==> config.mk <==
export PLATFORM = sky130hd
export DESIGN_NAME = pe_mac_q
export DESIGN_NICKNAME = d
export VERILOG_FILES = /design/src/rtl/pe_mac_q.sv
export SDC_FILE = /design/constraint.sdc
export NUM_CORES = 1
export LEC_CHECK = 0
export CORE_MARGIN = 2
export CORE_UTILIZATION = 45
export DETAILED_ROUTE_END_ITERATION = 7
export GPL_ROUTABILITY_DRIVEN = 0
export PLACE_DENSITY = 0.74
export SLEW_MARGIN = 10
export SYNTH_ARGS = -nofsm -noshare
export SYNTH_HDL_FRONTEND = slang
export SYNTH_SLANG_ARGS = --single-unit
export TNS_END_PERCENT = 1
==> constraint.sdc <==
create_clock -name clk_cal -period 14.15 [get_ports clk_cal]
set_input_delay 2.83 -clock clk_cal [delete_from_list [all_inputs] [get_ports clk_cal]]
set_output_delay 2.83 -clock clk_cal [all_outputs]
set_load 0.02 [all_outputs]
==> src/rtl/pe_mac_q.sv <==
// Signed MAC processing element with rounded, saturated output and an upstream pass-through FIFO.
// Optional build macro PE_RELU_EN clips negative own results to zero after saturation.
module pe_mac_q #(
  parameter int DATA_W     = 8,
  parameter int ACC_W      = 24,
  parameter int OUT_W      = 16,
  parameter int CNT_W      = 11,
  parameter int SHIFT_W    = 5,
  parameter int PASS_DEPTH = 2
) (
  input  logic               clk_cal,
  input  logic               rst_cal_n,
  input  logic [DATA_W-1:0]  IMap,
  input  logic [DATA_W-1:0]  IWeight,
  input  logic               IMapVld,
  input  logic               IWeightVld,
  input  logic [CNT_W-1:0]   Calcycle,
  input  logic [SHIFT_W-1:0] IShift,
  input  logic [OUT_W-1:0]   INextPE_OMap,
  input  logic               INextPE_OMapVld,
  output logic [OUT_W-1:0]   OMap,
  output logic               OMapVld,
  output logic [DATA_W-1:0]  ONextPE_Map,
  output logic               ONextPE_MapVld,
  output logic               OOvf
);

  localparam int PROD_W = 2 * DATA_W;
  localparam int QW     = ACC_W + 1;
  localparam int PTR_W  = (PASS_DEPTH > 1) ? $clog2(PASS_DEPTH) : 1;
  localparam int FCNT_W = $clog2(PASS_DEPTH + 1);

  localparam logic signed [QW-1:0] SAT_MAX = {{(QW-OUT_W+1){1'b0}}, {(OUT_W-1){1'b1}}};
  localparam logic signed [QW-1:0] SAT_MIN = {{(QW-OUT_W+1){1'b1}}, {(OUT_W-1){1'b0}}};

  // Valid semantics: every *Vld is a one-cycle qualifier with no back-pressure;
  // a beat is IMapVld & IWeightVld, a result is OMapVld for exactly one cycle.

  logic signed [ACC_W-1:0]  acc_q, acc_d;
  logic [CNT_W-1:0]         cnt_q, cnt_d;
  logic [OUT_W-1:0]         omap_q, omap_d;
  logic                     omap_vld_q, omap_vld_d;
  logic [DATA_W-1:0]        fwd_map_q, fwd_map_d;
  logic                     fwd_vld_q, fwd_vld_d;
  logic                     ovf_q, ovf_d;

  logic [OUT_W-1:0]         fifo_q [PASS_DEPTH];
  logic [PTR_W-1:0]         rd_ptr_q, rd_ptr_d;
  logic [PTR_W-1:0]         wr_ptr_q, wr_ptr_d;
  logic [FCNT_W-1:0]        fcnt_q, fcnt_d;

  logic                     beat;
  logic signed [PROD_W-1:0] prod;
  logic signed [ACC_W-1:0]  prod_ext;
  logic signed [ACC_W-1:0]  sum;
  logic [CNT_W-1:0]         calc_last;
  logic                     final_beat;

  logic [QW-1:0]            rnd_v;
  logic signed [QW-1:0]     q_ext;
  logic signed [QW-1:0]     q_rnd;
  logic signed [QW-1:0]     q_shf;
  logic [OUT_W-1:0]         own_res;

  logic                     fifo_empty;
  logic                     fifo_full;
  logic                     pop;
  logic                     push_req;
  logic                     push;
  logic                     drop;
  logic                     direct;

  function automatic logic [PTR_W-1:0] ptr_inc(input logic [PTR_W-1:0] p);
    return (p == PTR_W'(PASS_DEPTH - 1)) ? '0 : p + 1'b1;
  endfunction

  // Datapath: product, window end detection and accumulation.
  always_comb begin
    beat       = IMapVld & IWeightVld;
    prod       = $signed(IMap) * $signed(IWeight);
    prod_ext   = ACC_W'(prod);
    sum        = acc_q + prod_ext;
    calc_last  = (Calcycle == '0) ? '0 : Calcycle - 1'b1;
    final_beat = beat && (cnt_q >= calc_last);
    acc_d      = acc_q;
    cnt_d      = cnt_q;
    if (final_beat) begin
      acc_d = '0;
      cnt_d = '0;
    end else if (beat) begin
      acc_d = sum;
      cnt_d = cnt_q + 1'b1;
    end
  end

  // Quantisation runs one bit wider than the accumulator so the rounding add cannot wrap.
  always_comb begin
    rnd_v = '0;
    if (IShift != '0) begin
      rnd_v = QW'(1) << (IShift - 1'b1);
    end
    q_ext = QW'(sum);
    q_rnd = q_ext + $signed(rnd_v);
    q_shf = q_rnd >>> IShift;
    if (q_shf > SAT_MAX) begin
      own_res = SAT_MAX[OUT_W-1:0];
    end else if (q_shf < SAT_MIN) begin
      own_res = SAT_MIN[OUT_W-1:0];
    end else begin
      own_res = q_shf[OUT_W-1:0];
    end
`ifdef PE_RELU_EN
    if (own_res[OUT_W-1]) begin
      own_res = '0;
    end
`endif
  end

  // Output arbitration: own result, then FIFO head, then a direct downstream value.
  always_comb begin
    fifo_empty = (fcnt_q == '0);
    fifo_full  = (fcnt_q == FCNT_W'(PASS_DEPTH));
    pop        = !final_beat && !fifo_empty;
    push_req   = INextPE_OMapVld && (final_beat || !fifo_empty);
    push       = push_req && (!fifo_full || pop);
    drop       = push_req && fifo_full && !pop;
    direct     = !final_beat && fifo_empty && INextPE_OMapVld;

    omap_d     = '0;
    omap_vld_d = 1'b0;
    if (final_beat) begin
      omap_d     = own_res;
      omap_vld_d = 1'b1;
    end else if (pop) begin
      omap_d     = fifo_q[rd_ptr_q];
      omap_vld_d = 1'b1;
    end else if (direct) begin
      omap_d     = INextPE_OMap;
      omap_vld_d = 1'b1;
    end

    rd_ptr_d = pop  ? ptr_inc(rd_ptr_q) : rd_ptr_q;
    wr_ptr_d = push ? ptr_inc(wr_ptr_q) : wr_ptr_q;
    fcnt_d   = fcnt_q + FCNT_W'(push) - FCNT_W'(pop);
    ovf_d    = ovf_q | drop;

    fwd_map_d = beat ? IMap : '0;
    fwd_vld_d = beat;
  end

  always_ff @(posedge clk_cal) begin
    if (!rst_cal_n) begin
      acc_q      <= '0;
      cnt_q      <= '0;
      omap_q     <= '0;
      omap_vld_q <= 1'b0;
      fwd_map_q  <= '0;
      fwd_vld_q  <= 1'b0;
      ovf_q      <= 1'b0;
      rd_ptr_q   <= '0;
      wr_ptr_q   <= '0;
      fcnt_q     <= '0;
    end else begin
      acc_q      <= acc_d;
      cnt_q      <= cnt_d;
      omap_q     <= omap_d;
      omap_vld_q <= omap_vld_d;
      fwd_map_q  <= fwd_map_d;
      fwd_vld_q  <= fwd_vld_d;
      ovf_q      <= ovf_d;
      rd_ptr_q   <= rd_ptr_d;
      wr_ptr_q   <= wr_ptr_d;
      fcnt_q     <= fcnt_d;
    end
  end

  // Storage needs no reset: occupancy is tracked by fcnt_q.
  always_ff @(posedge clk_cal) begin
    if (push) begin
      fifo_q[wr_ptr_q] <= INextPE_OMap;
    end
  end

  assign OMap           = omap_q;
  assign OMapVld        = omap_vld_q;
  assign ONextPE_Map    = fwd_map_q;
  assign ONextPE_MapVld = fwd_vld_q;
  assign OOvf           = ovf_q;

endmodule

==> impl_metrics.csv <==
group,metric,value,unit
outcome,outcome,"complete, no violations",
die,die_w,165,um
yosys,synth_area_leaders,"fa_1 18%, dfxtp_1 12%, ha_1 10%",
yosys,syn_inst,1341,
worst_hold_path,hp-class,"reg2reg",
yosys,synthesis.area,11600,um^2
placed_design,hpwl,22400,um
critical_path,end_kind,"flop",
detailed_routing,ant_nets,0,
clock_network,clock_latency,380,ps
clock_network,post_cts.repair.setup_buffers,0,
clock_network,cts_buffers,9,
clock_network,clock_path_buffers,2,
sta,max-slew-margin-rel,24.7,%
sta,setup_violations,0,
detailed_routing,drt-initial-drc-count,942,
worst_hold_path,hold_depth,2,
grt,gr-usage-all-layers,22.0,%
critical_path,rrSetupSlack,4890,ps
yosys,synth_largest_area_cell,"fa_1",
critical_path,rr_endpoint,"OMap[1]",
layout,diodes,0,
clock_network,clkTransAtPathRegs,80,ps
yosys,synth.most_common_cell,"nand2_1",
die,die_area,27200,um^2
grt,grt_max_degree,35,
critical_path,slowest_delay,810,ps
yosys,yosys-top-cells-count,"165 x nand2_1, 127 x inv_1, 105 x fa_1, 102 x nor2_1, 93 x ha_1",
placed_design,io_buffers,79,
layout,drive_gt1_share,5.95,%
job,maxCapViolCount,0,
grt,grt_pass1_wl,48000,um
critical_path,crit_required,14410,ps
grt,grt_pass1_vias,9701,
sta,fin_crit,12710,ps
critical_path,cp_common_cell,"fa_1",
die,ios,80,
sta,drv_slew,0,
sta,finalHoldViolations,0,
die,rows,58,
grt,grt_overflow_total,0,
die,dieHeight,165,um
yosys,yosys_warnings,0,
yosys,ys_ff_latch,99,
clock_network,cts_max_level,3,
detailed_routing,vias_per_cell,5.75,
detailed_routing,drt_wl_total,28800,um
worst_hold_path,min_to,"acc_q[4]",
critical_path,critPathMaxFanout,17,
critical_path,worstReg2RegStart,"acc_q[4]",
sta,period_share,89.8,%
detailed_routing,via_count,9910,
yosys,yosysUniqueCellTypes,84,
die,core_region_area,25300,um^2
sta,max_freq,78.7,MHz
critical_path,worstSetupPathType,"in2reg",
critical_path,worstPathArrival,12970,ps
grt,antenna_found_initial,0,
yosys,synth_edf_count,32,
layout,area_delta_synth_final,12.0,%
clock_network,cts_root_buf,"clkbuf_16",
critical_path,cp_slowest_cell,"and2_1",
critical_path,cp-start-kind,"input port",
yosys,synthArstFlopShare,0,%
layout,nets,1640,
sta,fin_tns_setup,0,ps
sta,rsz0062_at_grt,"false",
clock_network,cts_tree,"yes",
clock_network,cts_resized,0,
worst_hold_path,hold_start,"acc_q[4]",
detailed_routing,drc,0,
critical_path,r2r_cells,35,
sta,fin_skew,16.7,ps
yosys,yosysTopAreaCellShare,18.1,%
yosys,ys_seq_area_share,19.8,%
yosys,synth_ff_type,"dfxtp_1",
sta,worst_pin_slew,1130,ps
clock_network,cts_sinks,99,
yosys,syn_avg_cell_area,8.67,um^2
yosys,syn_nets,1592,
clock_network,hold_buffers,0,
detailed_routing,wire_per_inst,16.7,um
detailed_routing,dr.pass1.iters,6,
die,start_util,46.1,%
==> logic make-up (layout without fill, tap and decap cells) <==
logic type                 after synthesis  in the layout  synth area share, %
and+or+nand+nor                        445            445                 18.0
muxes                                   50             50                 5.29
xor gates and xnor gates                70             70                 5.27
adders and majority gates              198            198                 28.1
AOI/OAI and AO/OA                      297            297                 17.6
buffers and inverters                  182            235                 5.93
DFF                                     99             99                 19.8
==> critical path: cells and delay by family <==
family | cells | cell delay [ps]
buffers and inverters | 3 | 830
xor gates and xnor gates | 2 | 270
adders and majority gates | 7 | 3230
muxes | 2 | 850
AOI/OAI and AO/OA | 10 | 2480
and+or+nand+nor | 9 | 2480
==> layout by cell type (no fill, tap or decap), drive strengths merged, types with 29 or more instances in the layout <==
cell           count
edfxtp            32
nor3              29
clkdlybuf4s50     79
and2              56
inv              131
nand3             33
a21oi             90
fa               105
dfxtp             67
nor2             105
xnor2             46
o21ai             67
mux2i             30
ha                93
nand2            167
==> flip-flops by register name (all words and copies together) (netlist names), 2 cells and up, named ones only <==
register,count
fcnt_q,2
cnt_q,11
fifo_q,32
OMap,16
ONextPE_Map,8
acc_q,24
==> layout make-up <==
class | instances | area (um^2)
Clock buffer | 9 | 225
Clock inverter | 7 | 88.8
Fill cell | 2348 | 12200
Inverter | 128 | 480
Multi-Input combinational cell | 1060 | 8640
Sequential cell | 99 | 2300
Tap cell | 330 | 413
Timing Repair Buffer | 91 | 881
==> worst max-delay path by stage <==
stage | from | endpoint | slack [ps]
2_1_floorplan | IMap[7] | OMap[0] | 2570
3_3_place_gp | IMap[7] | OMap[13] | 1360
3_5_place_dp | IMap[7] | OMap[1] | 1150
4_1_cts | IMap[7] | OMap[1] | 1510
5_1_grt | IMap[7] | OMap[0] | 780
6_report | IWeight[0] | OMap[1] | 1440
==> routing by layer <==
| metal | part of all wire [%] | vias to the layer above | global-route usage, % |
|---|---|---|---|
| li1 | - | 4736 | - |
| met1 | 44 | 4784 | 30.0 |
| met2 | 47 | 335 | 36.1 |
| met3 | 6.5 | 55 | 3.31 |
| met4 | 2.3 | 0 | 6.88 |
| met5 | 0 | - | 0 |
==> through the flow <==
| step | hold slack, ps | cell area [um^2] | setup slack, ps | utilization (%) | std cells |
|---|---|---|---|---|---|
| CTS | 466 | 13000 | 1510 | 51.6 | 1724 |
| floorplan | 436 | 11600 | 2570 | - | 1341 |
| finish | 461 | 13000 | 1440 | 51.6 | 1724 |
| global route | 499 | 13000 | 783 | 51.6 | 1724 |
| detailed placement | 454 | 12700 | 1150 | 50.4 | 1708 |
| global placement | 447 | 12700 | 1360 | 50.4 | 1708 |
Power is left out: the tool's default activity adds up to more than one toggle a clock period on the data nets, which glitch-free logic cannot reach.
==> RTL change 1, RTL diff (same settings) <==
Build with the macro `PE_RELU_EN` defined.
--- a/src/rtl/pe_mac_q.sv
+++ b/src/rtl/pe_mac_q.sv
@@ -2,2 +2,4 @@
 // Optional build macro PE_RELU_EN clips negative own results to zero after saturation.
+`define PE_RELU_EN
+
 module pe_mac_q #(
Behaviour: not the same (Yosys sat finds a counterexample within 4 cycles, from zero or initial values and one cycle with rst_cal_n low).
==> RTL change 1 against the original RTL <==
Worst hold slack lost 4.7 ps; routed wire length down 6.1%; first-iteration DRC count decreased by 30%; non-clock buffer count unchanged; setup slack lost 180 ps; cell area decreased by 2.6%; clock skew fell by 7.9 ps; global-route usage fell by 0.74 points; synthesized area is 1.9% lower; sequential cell count stayed put.
Power is left out: the tool's default activity adds up to more than one toggle a clock period on the data nets, which glitch-free logic cannot reach.
==> RTL change 1: results (changes against the original RTL) <==
[final_layout]
area_delta_synth_final_pct = 11.25  ; was 12.02%
drive_gt1_frac = 0.05132  ; was 0.05954
nFillCells = 2289  ; was 2348

[logic_synthesis]
synthTopCellsByArea = fa_1 18%, dfxtp_1 12%, ha_1 10%  ; unchanged
synth_common_cells = 137 x nand2_1, 137 x nor2_1, 132 x inv_1, 105 x fa_1, 93 x ha_1  ; was 165 x nand2_1, 127 x inv_1, 105 x fa_1, 102 x nor2_1, 93 x ha_1
synthesis.nets = 1567  ; was 1592
seq_area_frac_synth = 0.2018  ; was 0.1979
synth_cell_types = 82  ; was 84

[outcome]
outcome = finished, final reports clean  ; unchanged

[detailed_routing]
routed_wl_um = 27050  ; was 28800 um
num_vias = 9504  ; was 9910
drtIter0Drc = 656  ; was 942
dr.pass1.iters = 5  ; was 6

[global_routing]
grt_max_degree = 50  ; was 35
grt_pass1_vias = 9640  ; was 9701
track_usage = 0.2127  ; was 0.2202
grt_pass1_wl_um = 46600  ; was 47960 um

[worst_setup_path]
endpoint = OMap[1]  ; unchanged
reg2reg_depth = 32  ; was 35
worstPathArrival_ps = 13080  ; was 12970 ps
crit_fanout = 17  ; unchanged
ff2ff_setup_slack_ps = 4750  ; was 4890 ps
slowest_delay_ps = 790  ; was 810 ps
crit_path_start = IMap[7]  ; was IWeight[0]

[timing]
slew_headroom = 0.2933  ; was 0.2474
fin_skew_ps = 8.765  ; was 16.69 ps

[clock_tree]
post_cts_buffers = 0  ; unchanged
clk-insertion-delay-late_ps = 360  ; was 380 ps

[place]
dpl_cell_area_mm2 = 0.01238  ; was 0.01272 mm2
place_hpwl_um = 21260  ; was 22420 um

[worst_hold_path]
min_from = acc_q[5]  ; was acc_q[4]

==> RTL change 1: worst min path at each step <==
stage               endpoint  depth (start not counted)  slack, ps
floorplan           acc_q[2]                          2        440
global placement    acc_q[5]                          2        440
detailed placement  acc_q[5]                          2        450
CTS                 acc_q[5]                          2        460
global route        acc_q[5]                          2        480
finish              acc_q[5]                          2        460
==> RTL change 1: kinds of logic (layout without fill, tap and decap cells) <==
group	after synthesis	in the layout	share of synthesized area
multiplexers	48	48	0.04507
adder cells (fa/ha/maj)	198	198	0.2862
flip-flops	99	99	0.2018
XOR/XNOR	69	69	0.05297
AO/OA/AOI/OAI	280	280	0.1689
AND/OR/NAND/NOR	428	428	0.1721
buffers and inverters	194	242	0.07304
==> RTL change 1: critical path, delay by kind of cell <==
kind	cells	cell delay, ps
buffers and inverters	3	880
AO/OA/AOI/OAI	12	3440
XOR/XNOR	2	520
AND/OR/NAND/NOR	6	2150
adder cells (fa/ha/maj)	7	3240
==> RTL change 1: metal layers <==
| layer | track usage | vias up | wire [um] |
|---|---|---|---|
| met5 | 0 | - | 0 |
| met4 | 0.05712 | 0 | 510 |
| met3 | 0.02387 | 36 | 998 |
| met2 | 0.3730 | 204 | 13560 |
| met1 | 0.2783 | 4654 | 11980 |
| li1 | - | 4610 | - |
==> RTL change 1: final cells by class <==
cell class                 count  area share
multi-input combinational   1023      0.6520
clock inverter                 7    0.006999
tap                          330     0.03253
inverter                     135     0.03992
sequential                    99      0.1814
timing repair buffer          91     0.06939
clock buffer                   9     0.01774
==> RTL change 1: through the flow <==
step,hold slack [ps],std cells,worst slack [ps]
after floorplan,436.3,1316,3034
after global placement,444.5,1678,1304
final,456.7,1694,1263
after global routing,480.7,1694,584.4
after CTS,457.7,1694,1403
after detailed placement,446.5,1678,1086
==> RTL change 2, RTL diff (config.mk and constraints unchanged) <==
Made on the original files. Register the input `IShift` before use, with the module's reset. The logic sees it one clock later. The other inputs are not delayed to match.
--- a/src/rtl/pe_mac_q.sv
+++ b/src/rtl/pe_mac_q.sv
@@ -35,2 +35,12 @@
 
+  logic [SHIFT_W-1:0] IShift_q;
+
+  always_ff @(posedge clk_cal) begin
+    if (!rst_cal_n) begin
+      IShift_q <= '0;
+    end else begin
+      IShift_q <= IShift;
+    end
+  end
+
   // Valid semantics: every *Vld is a one-cycle qualifier with no back-pressure;
@@ -98,4 +108,4 @@
     rnd_v = '0;
-    if (IShift != '0) begin
-      rnd_v = QW'(1) << (IShift - 1'b1);
+    if (IShift_q != '0) begin
+      rnd_v = QW'(1) << (IShift_q - 1'b1);
     end
@@ -103,3 +113,3 @@
     q_rnd = q_ext + $signed(rnd_v);
-    q_shf = q_rnd >>> IShift;
+    q_shf = q_rnd >>> IShift_q;
     if (q_shf > SAT_MAX) begin
Check against the original RTL: not equivalent (Yosys sat finds a counterexample within 4 cycles, from zero or initial values and one cycle with rst_cal_n low).
==> RTL change 2 against the original RTL <==
Routed wire length shrank 2.4%; synthesized area rose by 0.34%; register-to-register slack improved by 160 ps; sequential share of layout area is 0.84 points higher; setup slack gained 78 ps; cell area shrank 0.39%; sequential cell count increased by 5; critical path type unchanged.
Power is not shown: default switching activity piles up to over one toggle a cycle in this logic, so the estimate is an artifact.
==> RTL change 2: results (changes against the original RTL) <==
[logic_synthesis]
synth_ff_type = dfxtp_1  ; unchanged
synth_common_cells = 146 x nand2_1, 127 x inv_1, 125 x nor2_1, 105 x fa_1, 93 x ha_1  ; was 165 x nand2_1, 127 x inv_1, 105 x fa_1, 102 x nor2_1, 93 x ha_1
muxShareOfSynthArea = 0.05274  ; was 0.05292
synth_xor_area_frac = 0.05338  ; was 0.05271
synth_fa_ha_area_frac = 0.2798  ; was 0.2807
synth_compound_area_frac = 0.1699  ; was 0.1763
synth_cell_types = 89  ; was 84

[worst_setup_path]
worstPathArrival_ps = 12900  ; was 12970 ps
ff2ff_setup_slack_ps = 5050  ; was 4890 ps
crit_path_top_delay_cell = and2_1  ; unchanged

[final_layout]
largest_reg_flops = 32  ; unchanged
top_register = fifo_q  ; unchanged
nFillCells = 2321  ; was 2348
drive_gt1_frac = 0.05572  ; was 0.05954
layout.nets = 1628  ; was 1640

[detailed_routing]
num_vias = 9804  ; was 9910
drtIter0Drc = 751  ; was 942
met2_length_um = 13470  ; was 13500 um
routedLengthMet1_um = 12400  ; was 12780 um
dr.pass1.iters = 5  ; was 6
wl_met3_um = 1624  ; was 1860 um
routedWlPerCell_um = 16.42  ; was 16.70 um

[timing]
worstMarginPinSlew_ps = 1091  ; was 1126 ps
fin_skew_ps = 9.057  ; was 16.69 ps

[global_routing]
grt_max_degree = 42  ; was 35
antenna_found_initial = 0  ; unchanged
grt_pass1_vias = 9602  ; was 9701
track_usage = 0.2165  ; was 0.2202
grt_pass1_wl_um = 47310  ; was 47960 um

[place]
place_hpwl_um = 21530  ; was 22420 um

[clock_tree]
clk-insertion-delay-late_ps = 360  ; was 380 ps

[worst_hold_path]
min_to = acc_q[3]  ; was acc_q[4]
min_from = acc_q[3]  ; was acc_q[4]

[outcome]
outcome = finished, final reports clean  ; unchanged

## RTL change 2: changes by cell type in the layout (fill, tap and decap cells not counted), moves of 8 or more
cell / delta
nor2_1: +23
nand2_1: -19
o21ai_0: -16
mux2i_1: +12
and2_1: -11
nor3_1: -11
a31oi_1: +9
o211ai_1: +9
nor2b_1: +8
## RTL change 2: cell type report
class / instances / area [um2] / share of cell area
inverters: 129 / 484.2 / 0.03730
multi-input cells: 1041 / 8478 / 0.6532
clock buffers: 9 / 225.2 / 0.01735
repair buffers: 92 / 888.4 / 0.06844
clock inverters: 7 / 88.84 / 0.006844
flip-flops and latches: 104 / 2402 / 0.1851
well taps: 330 / 412.9 / 0.03181
## RTL change 2: how the worst max path moves through the flow
stage / end / slack (ps) / cells past startpoint
5_1_grt: OMap[5] / 710 / 33
3_5_place_dp: OMap[0] / 1290 / 33
2_1_floorplan: OMap[0] / 2820 / 34
6_report: OMap[0] / 1520 / 33
4_1_cts: OMap[7] / 1620 / 33
3_3_place_gp: OMap[0] / 1550 / 33
## RTL change 2: kinds of logic after synthesis
kind of cell               count (synthesis)
adders and majority gates                198
xor gates and xnor gates                  69
DFF                                      104
and+or+nand+nor                          433
muxes                                     55
AOI/OAI and AO/OA                        286
buffers and inverters                    189
## RTL change 2: metal layers
| layer | vias up | track usage |
|---|---|---|
| li1 | 4681 | - |
| met2 | 301 | 0.3591 |
| met5 | - | 0 |
| met4 | 0 | 0.06482 |
| met3 | 49 | 0.02697 |
| met1 | 4773 | 0.2967 |
## RTL change 2: critical path, delay by kind of cell
| family | cells | cell delay [ps] |
|---|---|---|
| AOI/OAI and AO/OA | 14 | 3320 |
| xor gates and xnor gates | 1 | 130 |
| adders and majority gates | 7 | 3340 |
| buffers and inverters | 3 | 880 |
| muxes | 1 | 300 |
| and+or+nand+nor | 7 | 2110 |
## RTL change 2: through the flow
stage | hold WS [ps] | instances | worst slack [ps] | utilization | area, um2
after floorplan | 436.3 | 1334 | 2818 | - | 11670
after global placement | 446.7 | 1696 | 1551 | 0.5001 | 12670
after detailed placement | 452.3 | 1696 | 1287 | 0.5001 | 12670
after CTS | 464.4 | 1712 | 1623 | 0.5125 | 12980
after global routing | 504.7 | 1712 | 705.3 | 0.5125 | 12980
final | 465.7 | 1712 | 1522 | 0.5125 | 12980
